### src/rtl/counter_pkg.sv
// Shared encodings and widths for the ones-count frame accumulator.
package counter_pkg;
  typedef enum logic {
    ACC  = 1'b0,
    HOLD = 1'b1
  } state_t;

  localparam int POP_W     = 4;
  localparam int CNT_W_DEF = 11;
endpackage

### src/rtl/counter1s.sv
// Combinational popcount of one byte.
module counter1s (
  input  logic [7:0] in,
  output logic [3:0] y
);
  always_comb begin
    y = '0;
    for (int i = 0; i < 8; i++) begin
      y = y + {3'b000, in[i]};
    end
  end
endmodule

### src/rtl/ones_frame_accum.sv
// Sums byte popcounts over an in_last-framed stream and presents per-frame
// totals, byte count and saturation/truncation flags on a valid/ready output.
module ones_frame_accum
  import counter_pkg::*;
#(
  parameter int MAX_BYTES = 255,
  parameter int CNT_W     = CNT_W_DEF
) (
  input  logic             clk,
  input  logic             rst_n,
  input  logic [7:0]       in_data,
  input  logic             in_valid,
  input  logic             in_last,
  output logic             in_ready,
  output logic [CNT_W-1:0] out_count,
  output logic [7:0]       out_bytes,
  output logic             out_sat,
  output logic             out_trunc,
  output logic             out_valid,
  input  logic             out_ready
);
  localparam logic [CNT_W-1:0] CMAX = {CNT_W{1'b1}};

  if (MAX_BYTES < 1 || MAX_BYTES > 255 || CNT_W < 4) begin : g_param_check
    $error("ones_frame_accum: MAX_BYTES must be 1..255 and CNT_W >= 4");
  end

  state_t           state_q, state_d;
  logic [CNT_W-1:0] acc_q, acc_d;
  logic [7:0]       byte_cnt_q, byte_cnt_d;
  logic             sat_q, sat_d;
  logic [CNT_W-1:0] out_count_q, out_count_d;
  logic [7:0]       out_bytes_q, out_bytes_d;
  logic             out_sat_q, out_sat_d;
  logic             out_trunc_q, out_trunc_d;

  logic [POP_W-1:0] pop;
  logic [CNT_W:0]   sum;
  logic [CNT_W-1:0] sum_clamped;
  logic             sat_now;
  logic [8:0]       cnt_inc;
  logic             accept;
  logic             frame_end;

  counter1s u_pop (
    .in (in_data),
    .y  (pop)
  );

  always_comb begin
    // One extra bit catches the carry that signals saturation.
    sum         = {1'b0, acc_q} + {{(CNT_W + 1 - POP_W){1'b0}}, pop};
    sum_clamped = sum[CNT_W] ? CMAX : sum[CNT_W-1:0];
    sat_now     = sat_q | sum[CNT_W];
    cnt_inc     = {1'b0, byte_cnt_q} + 9'd1;
    accept      = in_valid & (state_q == ACC);
    frame_end   = accept & (in_last | (cnt_inc == 9'(MAX_BYTES)));
  end

  always_comb begin
    state_d     = state_q;
    acc_d       = acc_q;
    byte_cnt_d  = byte_cnt_q;
    sat_d       = sat_q;
    out_count_d = out_count_q;
    out_bytes_d = out_bytes_q;
    out_sat_d   = out_sat_q;
    out_trunc_d = out_trunc_q;
    case (state_q)
      ACC: begin
        if (frame_end) begin
          out_count_d = sum_clamped;
          out_bytes_d = cnt_inc[7:0];
          out_sat_d   = sat_now;
          out_trunc_d = ~in_last;
          acc_d       = '0;
          byte_cnt_d  = '0;
          sat_d       = 1'b0;
          state_d     = HOLD;
        end else if (accept) begin
          acc_d      = sum_clamped;
          byte_cnt_d = cnt_inc[7:0];
          sat_d      = sat_now;
        end
      end
      HOLD: begin
        if (out_ready) state_d = ACC;
      end
      default: state_d = ACC;
    endcase
  end

  always_ff @(posedge clk or negedge rst_n) begin
    if (!rst_n) begin
      state_q     <= ACC;
      acc_q       <= '0;
      byte_cnt_q  <= '0;
      sat_q       <= 1'b0;
      out_count_q <= '0;
      out_bytes_q <= '0;
      out_sat_q   <= 1'b0;
      out_trunc_q <= 1'b0;
    end else begin
      state_q     <= state_d;
      acc_q       <= acc_d;
      byte_cnt_q  <= byte_cnt_d;
      sat_q       <= sat_d;
      out_count_q <= out_count_d;
      out_bytes_q <= out_bytes_d;
      out_sat_q   <= out_sat_d;
      out_trunc_q <= out_trunc_d;
    end
  end

  assign in_ready  = (state_q == ACC);
  assign out_valid = (state_q == HOLD);
  assign out_count = out_count_q;
  assign out_bytes = out_bytes_q;
  assign out_sat   = out_sat_q;
  assign out_trunc = out_trunc_q;
endmodule
### config.mk
export PLATFORM = sky130hd
export DESIGN_NAME = ones_frame_accum
export DESIGN_NICKNAME = d
export VERILOG_FILES = /design/src/rtl/counter_pkg.sv /design/src/rtl/counter1s.sv /design/src/rtl/ones_frame_accum.sv
export SDC_FILE = /design/constraint.sdc
export NUM_CORES = 1
export LEC_CHECK = 0
export CAP_MARGIN = 15
export CORE_MARGIN = 2
export CORE_UTILIZATION = 35
export DETAILED_ROUTE_END_ITERATION = 8
export PLACE_DENSITY = 0.55
export SYNTH_ARGS = -nofsm -noshare
export SYNTH_HDL_FRONTEND = slang
export SYNTH_HIERARCHICAL = 1
export SYNTH_SLANG_ARGS = --single-unit
### constraint.sdc
create_clock -name clk -period 3.43 [get_ports clk]
set_clock_uncertainty 0.2 [all_clocks]
set_input_delay 0.686 -clock clk [delete_from_list [all_inputs] [get_ports clk]]
set_output_delay 0.686 -clock clk [all_outputs]
set_load 0.1 [all_outputs]
==> Yosys cells after proc, flatten, opt, wreduce, memory -nomap -nowiden <==
Cells that the tools add are included.
{ "totals": {"ff_bits": 42, "latchBits": 0, "mem_bits_rw": 0, "romBits": 0, "mem_count": 0} }
{ "op_classes": {"n_addsub": 9, "n_mul": 0, "div": 0, "order_cmp": 0, "eq_ne": 1, "shifts": 0, "n_mux": 10, "bitwise_logic": 6, "reduce_logical": 3} }
{ "op_table": {"columns": ["operator", "count"], "rows": [
  ["11-bit 2-to-1 mux", 3],
  ["4-bit by 1-bit adder with 4-bit output", 6],
  ["8-bit 2-to-1 mux", 2],
  ["11-bit by 4-bit adder with 12-bit output", 1],
  ["8-bit by 1-bit adder with 9-bit output, second input constant", 1],
  ["9-bit by 8-bit == test with 1-bit output, second input constant", 1],
  ["1-bit 2-to-1 mux", 4],
  ["2-bit AND reduction", 2],
  ["1-bit by 1-bit adder with 2-bit output", 1],
  ["1-bit AND", 2],
  ["1-bit NOT", 2],
  ["1-bit OR", 2],
  ["1-bit one-hot mux with 2 select lines", 1],
  ["2-bit nonzero test", 1]
]} }

==> Longest topological paths before layout <==
Gate-level depths: netlist of run 1.
{ "depth": {"ltp_word": 11, "depth_mapped": 16} }

==> Modules after synthesis <==
Netlist of run 1, hierarchy kept.
{ "by_module_without_submodules": {"columns": ["module", "n_inst", "cells_per_inst", "area_each_um2", "seq_area_each_um2"], "rows": [
  ["ones_frame_accum", 1, 237, 2404.8, 1051.0],
  ["counter1s", 1, 24, 190.2, 0.0]
]} }

==> Worst setup path before layout of run 1 <==
No wires, ideal clock.
{ "synth_timing": {"path_kind": "input -> register", "startpoint": "input in_data[0]", "endpoint": "register out_count_q[6], in the netlist out_count[6]", "setup_ns": 0.126, "arrival_ns": 4.492, "required_ns": 3.104, "path_slack_ns": -1.389, "stages": 15, "path_buffers": 0, "cell_sequence": "inv_1 > fa_1 > fa_1 > fa_1 > inv_1 > ha_1 > inv_1 > fa_1 > inv_1 > inv_1 > fa_1 > nand2b_1 > a211oi_1 > o21ai_1 > mux2_4"} }
{ "synth_between": {"elab_chain_len": 9} }
{ "synth_lines": {"columns": ["item", "line_no", "text"], "rows": [
  ["start, declared", "ones_frame_accum.sv:11", "input logic [7:0] in_data,"],
  ["1-bit by 1-bit adder with 2-bit output", "counter1s.sv:9", "y = y + {3'b000, in[i]};"],
  ["4-bit by 1-bit adder with 4-bit output (6 in series)", "counter1s.sv:9", null],
  ["via pop[1]", "ones_frame_accum.sv:37", "logic [POP_W-1:0] pop;"],
  ["11-bit by 4-bit adder with 12-bit output", "ones_frame_accum.sv:52", "sum = {1'b0, acc_q} + {{(CNT_W + 1 - POP_W){1'b0}}, pop};"],
  ["11-bit 2-to-1 mux", "ones_frame_accum.sv:53", "sum_clamped = sum[CNT_W] ? CMAX : sum[CNT_W-1:0];"],
  ["end signal, assigned", "ones_frame_accum.sv:108", "out_count_q <= out_count_d;"],
  ["end, declared", "ones_frame_accum.sv:32", "logic [CNT_W-1:0] out_count_q, out_count_d;"]
]} }
The timed path passes the listed nets, and every way through them passes these cells.
A chain may end at the register's enable or synchronous reset.

==> Worst setup path after layout of run 1 <==
{ "layout_timing": {"startpoint": "input in_data[3]", "endpoint": "register out_count_q[6], in the netlist out_count[6]"} }
{ "layout_between": {"elab_chain_len": 7} }
{ "layout_lines": {"columns": ["item", "line_no"], "rows": [
  ["4-bit by 1-bit adder with 4-bit output (5 in series)", "counter1s.sv:9"],
  ["via pop[1]", "ones_frame_accum.sv:37"],
  ["11-bit by 4-bit adder with 12-bit output", "ones_frame_accum.sv:52"],
  ["11-bit 2-to-1 mux", "ones_frame_accum.sv:53"]
]} }
The timed path passes the listed nets, and every way through them passes these cells.

==> results of run 1 <==
## kinds of logic (layout without fill, tap and decap cells)
logic type / count (synthesis) / in the layout / synth area share (%)
buffers and inverters: 41 / 95 / 7.04
flip-flops: 42 / 42 / 40.5
multiplexers: 22 / 22 / 11.2
AO/OA/AOI/OAI: 56 / 56 / 14.7
XOR/XNOR: 7 / 7 / 2.65
adder cells (fa/ha/maj): 14 / 14 / 8.20
AND/OR/NAND/NOR: 79 / 79 / 15.7
## state kept, by name (all words and copies together) (netlist names)
signal,count
out_sat,1
out_count,11
out_bytes,8
acc_q,11
out_valid,1
sat_q,1
out_trunc,1
byte_cnt_q,8
## power by group through the flow
stage	Sequential [W]	Combinational (W)	Clock, W
6_report	0.000743	0.00158	0.000326
4_1_cts	0.000741	0.00148	0.000340
3_5_place_dp	0.000747	0.00139	0
3_3_place_gp	0.000744	0.00137	0
2_1_floorplan	0.00122	0.000555	0
5_1_grt	0.000767	0.00168	0.000358
## cell type report
cell class                 count  area (um2)
fill                         719        3780
multi-input combinational    178        1560
timing repair buffer          60         502
sequential                    42        1050
tap                           99         124
inverter                      29         116
clock buffer                   6        82.6
## worst max-delay path: cells and delay by family
family,cells,cell delay (ns)
adders and majority gates,6,2.44
buffers and inverters,7,0.49
AOI/OAI and AO/OA,2,0.26
muxes,1,0.25
and+or+nand+nor,1,0.17
## Yosys cell counts, types with 3 or more instances
| library cell | number | share of area (%) |
|---|---|---|
| o21ai_0 | 8 | 1.5 |
| o211ai_1 | 3 | 0.87 |
| inv_1 | 29 | 4.2 |
| ha_1 | 9 | 4.3 |
| a31oi_1 | 4 | 0.96 |
| a211oi_1 | 4 | 1.2 |
| a21oi_1 | 15 | 2.9 |
| nor3_1 | 8 | 1.5 |
| nand3_1 | 6 | 1.2 |
| xnor2_1 | 3 | 1.0 |
| mux2i_1 | 7 | 2.7 |
| o31ai_1 | 6 | 1.7 |
| nor2_1 | 18 | 2.6 |
| clkbuf_1 | 5 | 0.72 |
| buf_6 | 3 | 1.3 |
| nand2_1 | 25 | 3.6 |
| xor2_1 | 3 | 1.0 |
| fa_1 | 5 | 3.9 |
| mux2_4 | 14 | 8.1 |
| and3_1 | 5 | 1.2 |
| nor2b_1 | 4 | 0.96 |
| dfrtp_1 | 42 | 41 |
## metrics by stage
stage / TNS (ns) / setup WS (ns) / cells
2_1_floorplan: -21.17 / -1.04 / 261
3_3_place_gp: -39.96 / -1.77 / 403
3_5_place_dp: -40.71 / -1.81 / 403
4_1_cts: -20.44 / -0.954 / 411
5_1_grt: -21.90 / -0.995 / 414
6_report: -19.05 / -0.895 / 414
## layout by cell type, fill, tap and decap left out, drive strengths merged, types with 2 or more instances in the layout
cell           count
clkdlybuf4s50      8
nand2             25
clkbuf             6
xor2               3
a21oi             15
nand3              6
o21ai             10
buf               52
o22ai              2
a211oi             5
nor2              19
xnor2              4
a21o               2
inv               29
mux2              15
dfrtp             42
o211ai             3
and4               2
nor3b              2
and3               5
nor4b              2
nor2b              4
mux2i              7
o31ai              6
o21bai             2
nor3               9
a31oi              5
fa                 5
ha                 9
## what timing repair did
item	CTS	global route
setup buffers	3	3
pin swaps	13	15
setup endpoints to repair	24	24
gates resized for setup	36	20
## final timing paths
check	startpoint	to	slack (ns)	depth (start not counted)
min	acc_q[0]$_DFFE_PN0P_	acc_q[0]$_DFFE_PN0P_	0.29	2
min in group asynchronous	rst_n	out_bytes[1]$_DFFE_PN0P_	0.33	1
max reg2reg	byte_cnt_q[0]$_DFFE_PN0P_	out_bytes[6]$_DFFE_PN0P_	0.51	7
max in group asynchronous	rst_n	out_count[5]$_DFFE_PN0P_	2.10	1
max	in_data[3]	out_count[6]$_DFFE_PN0P_	-0.89	17
min reg2reg	acc_q[0]$_DFFE_PN0P_	acc_q[0]$_DFFE_PN0P_	0.29	2
## per-layer routing
metal  GRT usage, %  vias to the layer above
met3           3.19                        6
met1           22.4                     1014
li1               -                     1008
met4           4.23                        0
met2           22.5                       52
met5              0                        -
==> metrics, run 1 <==
status finished, violations left; failing checks negative setup slack; CTS buffer count 5; Mapped Cells 261; Clock Sinks 42; crit path cell chain buf_8 -> inv_8 -> fa_1 -> fa_1 -> fa_1 -> inv_1 -> ha_2 -> inv_2 -> fa_2 -> inv_2 -> inv_2 -> fa_2 -> nand2b_4 -> a211oi_4 -> buf_6 -> o21ai_1 -> mux2_4; Met1 Wirelength 2990 um; Synth Warn # 6; slowest CP cell fa_1; chip width 90.1 um; ANT nets after route 0; CP arrival between 4 and 5 ns; Clock Latency Late Sink around 0.29 ns; initial antenna violation count 0; GRT Total Usage about 15%; synthesized flop and latch total 42; Mapped Area ~2600 um2; Crit Path Category in2reg; RD Place Congestion 0.786; DIE HEIGHT around 90 um; routed vias/inst between 5 and 6; Crit. End Element flip-flop; minimum clock period 4.32 ns; first-pass GRT wire length between 10000 and 15000 um; Pint approximately 0.0014 W; Highest Signal Layer met4; sw frac between 40 and 50%; EDFF count, synth 0; CTS Hold Bufs 0; Slew Viols, Final 0; final core utilization a little under half; die area just over 8000 um2; clk root buf clkbuf_8; Hold Fails Final Rpt 0; largest net degree at the start of global routing 43; clock power share approximately an eighth; Layout Nets around 340; Distinct cells, synth 51; post-synthesis sequential area ratio approximately two fifths; Max Buffers Root-to-Sink 2; starting density of the core between 30 and 40%; core area between 7000 and 8000 um2; TritonCTS clock tree done; WL met3 roughly 260 um; IO buf count 35; Mean Syn Cell Area approximately 9.9 um2; via count between 2000 and 2500; Synth Flop Type dfrtp_1; DRC Markers 0; Final HPWL DP about 4000 um; Placed Area between 3000 and 4000 um2; Area growth syn-to-layout 32.4%; combinational share of power 59.6%; static leakage 1.56 nW; number of diodes 0; DR WL met2 2690 um; Setup violations, final 24; startpoint types input pin; design area approximately 3400 um2; Max-cap violations 0; Switch Pwr approximately 0.0013 W; slew margin rel. a little under two fifths; final wirelength ~6000 um; share of layout cells above drive strength 1 between 30% and 40%; Power, Total approximately 0.0026 W; Reg power frac 28.1%; Ports 36; worst hold path class reg2reg; syn nets between 200 and 300; RSZ-0062 raised after global routing true; Final Cycle Share 126%; Max Fclk between 200 and 250 MHz; CTS clk-pin slew, worst paths around 0.080 ns; num rows 31; Hold WS roughly 0.29 ns; PD cells about 770 nW/um2; first drt pass iteration count 4; largest fanout on the critical path 8; IR drop worst, VDD 0.319 mV; routed len/inst between 10 and 15 um; Post-synth ARST share between 90% and 100%; H-tree Lvls 2; gr ovfl total 0; Crit path largest cell delay approximately 0.55 ns; initial DRC count 82; vias in the first global route roughly 2000; Req. time, crit path about 3.4 ns; fin worst setup slack -0.895 ns; pin slew with the least headroom to its limit 0.948 ns
Power figures use the tool's default switching activity.
==> run 2, diff against run 1 <==
CAP_MARGIN = 20   (was 15)
REMOVE_ABC_BUFFERS = 1   (was default)
TNS_END_PERCENT = 20   (was default)
==> metrics, run 2 (synthesis results as in run 1) <==
CTS Hold Bufs 0 (unchanged); worst hold path class reg2reg (unchanged); commonest non-fill, non-tap cells in the layout dfrtp_1 (42), buf_4 (41), nand2_1 (24) (was dfrtp_1 (42), buf_4 (42), inv_1 (23), nand2_1 (23), mux2_4 (15)); num rows 31 (unchanged); IO buf count 35 (unchanged); H-tree Lvls 2 (unchanged); vias in the first global route 2012 (was 1965); CTS buffer count 5 (unchanged); initial antenna violation count 0 (unchanged); share of layout cells above drive strength 1 34.9% (was 38.4%); DRC Markers 0 (unchanged); gr ovfl total 0 (unchanged); largest fanout on the critical path 4 (was 8); failing checks negative setup slack (unchanged); Req. time, crit path 3.42 ns (was 3.41 ns); fin worst setup slack -0.938 ns (was -0.895 ns); pin slew with the least headroom to its limit 0.991 ns (was 0.948 ns); CP arrival 4.36 ns (was 4.30 ns); largest net degree at the start of global routing 43 (unchanged); Clock Latency Late Sink 0.30 ns (was 0.29 ns); PD cells 772 nW/um2 (was 770 nW/um2); slew margin rel. 33.9% (was 36.8%); routed len/inst 14.0 um (was 14.5 um); via count 2004 (was 2080); status finished, violations left (unchanged); die area 8120 um2 (unchanged); Area growth syn-to-layout 28.4% (was 32.4%); Setup violations, final 24 (unchanged); routed vias/inst 4.88 (was 5.02); Crit. End Element flip-flop (unchanged); Placed Area 3060 um2 (was 3140 um2); Max Buffers Root-to-Sink 2 (unchanged); Max-cap violations 0 (unchanged); Slew Viols, Final 0 (unchanged); Final HPWL DP 3820 um (was 4040 um); CTS clk-pin slew, worst paths 0.09 ns (was 0.08 ns); Hold Fails Final Rpt 0 (unchanged); Crit Path Category in2reg (unchanged); first-pass GRT wire length 9790 um (was 10000 um); design area 3330 um2 (was 3440 um2); Layout Nets 338 (was 343); core area 7210 um2 (unchanged); GRT Total Usage 14.7% (was 15.2%); startpoint types input pin (unchanged); chip width 90.1 um (unchanged); first drt pass iteration count 4 (unchanged); ANT nets after route 0 (unchanged); RSZ-0062 raised after global routing true (unchanged); final wirelength 5750 um (was 6010 um); DIE HEIGHT 90.1 um (unchanged); RD Place Congestion 0.819 (was 0.786); starting density of the core 36.0% (unchanged); static leakage 1.50 nW (was 1.56 nW); number of diodes 0 (unchanged); TritonCTS clock tree done (unchanged); Final Cycle Share 127% (was 126%); Clock Sinks 42 (unchanged); setup_tns -18.63 ns (was -19.05 ns); Max Fclk 229 MHz (was 231 MHz); clk root buf clkbuf_8 (unchanged); leading cell type in the layout, fill and taps excluded dfrtp_1; IR drop worst, VDD 0.424 mV (was 0.319 mV); Ports 36 (unchanged); initial DRC count 79 (was 82); DP Worst Slack -1.75 ns (was -1.81 ns); minimum clock period 4.37 ns (was 4.32 ns)
run 2: cell count changes in the layout (fill, tap and decap cells not counted), sizes merged:
| cell | delta |
|---|---|
| buf | -5 |
| clkinv | +2 |
run 2: area by class of cell:
| cell class | instances | area [um2] |
|---|---|---|
| fillers | 703 | 3880 |
| multi-input cells | 178 | 1530 |
| flip-flops and latches | 42 | 1050 |
| repair buffers | 55 | 437 |
| well taps | 99 | 124 |
| inverters | 29 | 109 |
| clock buffers | 6 | 72.6 |
| clock inverters | 2 | 13.8 |
run 2: repair_timing:
| action | 4_1_cts | 5_1_grt |
|---|---|---|
| buffers inserted | 2 | 1 |
| endpoints found under the setup margin | 24 | 24 |
| pin swaps | 17 | 12 |
| resized for setup | 40 | 14 |
run 2: critical path, stage by stage:
cell,delay [ns]
buf_6,0.07
inv_2,0.03
fa_1,0.55
fa_1,0.43
fa_1,0.44
inv_1,0.07
ha_2,0.18
inv_2,0.04
fa_2,0.35
xnor2_2,0.17
ha_4,0.29
nand2_1,0.09
o21a_4,0.24
nor4b_4,0.27
buf_4,0.16
nor2_2,0.03
mux2_4,0.25
run 2: stage by stage:
step	cells	hold slack (ns)	utilization [%]	total power, W
2_1_floorplan	249	0.190	-	0.00172
3_3_place_gp	400	0.270	42.4	0.00205
3_5_place_dp	400	0.277	42.4	0.00206
4_1_cts	410	0.295	45.1	0.00251
5_1_grt	411	0.336	46.2	0.00273
6_report	411	0.294	46.2	0.00257
run 2: where the power goes:
part | switching, W | internal [W] | total, W | leakage (nW)
clock | 0.000179 | 0.000144 | 0.000323 | 0.0452
sequential | 0.000124 | 0.000621 | 0.000744 | 0.532
combinational | 0.000968 | 0.000537 | 0.00151 | 0.926
total | 0.00127 | 0.00130 | 0.00257 | 1.50
run 2: worst paths after layout:
path | depth (start not counted) | slack, ns | endpoint | start
setup / recovery | 17 | -0.94 | out_count[9]$_DFFE_PN0P_ | in_data[3]
hold / removal | 2 | 0.29 | acc_q[0]$_DFFE_PN0P_ | acc_q[0]$_DFFE_PN0P_
setup reg to reg | 7 | 0.73 | out_count[3]$_DFFE_PN0P_ | byte_cnt_q[0]$_DFFE_PN0P_
hold reg to reg | 2 | 0.29 | acc_q[0]$_DFFE_PN0P_ | acc_q[0]$_DFFE_PN0P_
max in group asynchronous | 1 | 2.07 | out_count[5]$_DFFE_PN0P_ | rst_n
min in group asynchronous | 1 | 0.35 | out_bytes[3]$_DFFE_PN0P_ | rst_n
run 2: layer usage:
layer,vias to the layer above,wire length [um],global-route usage [%]
li1,1004,-,-
met1,964,2910,21.1
met2,31,2570,22.2
met3,5,203,3.35
met4,0,70,3.85
met5,-,0,0
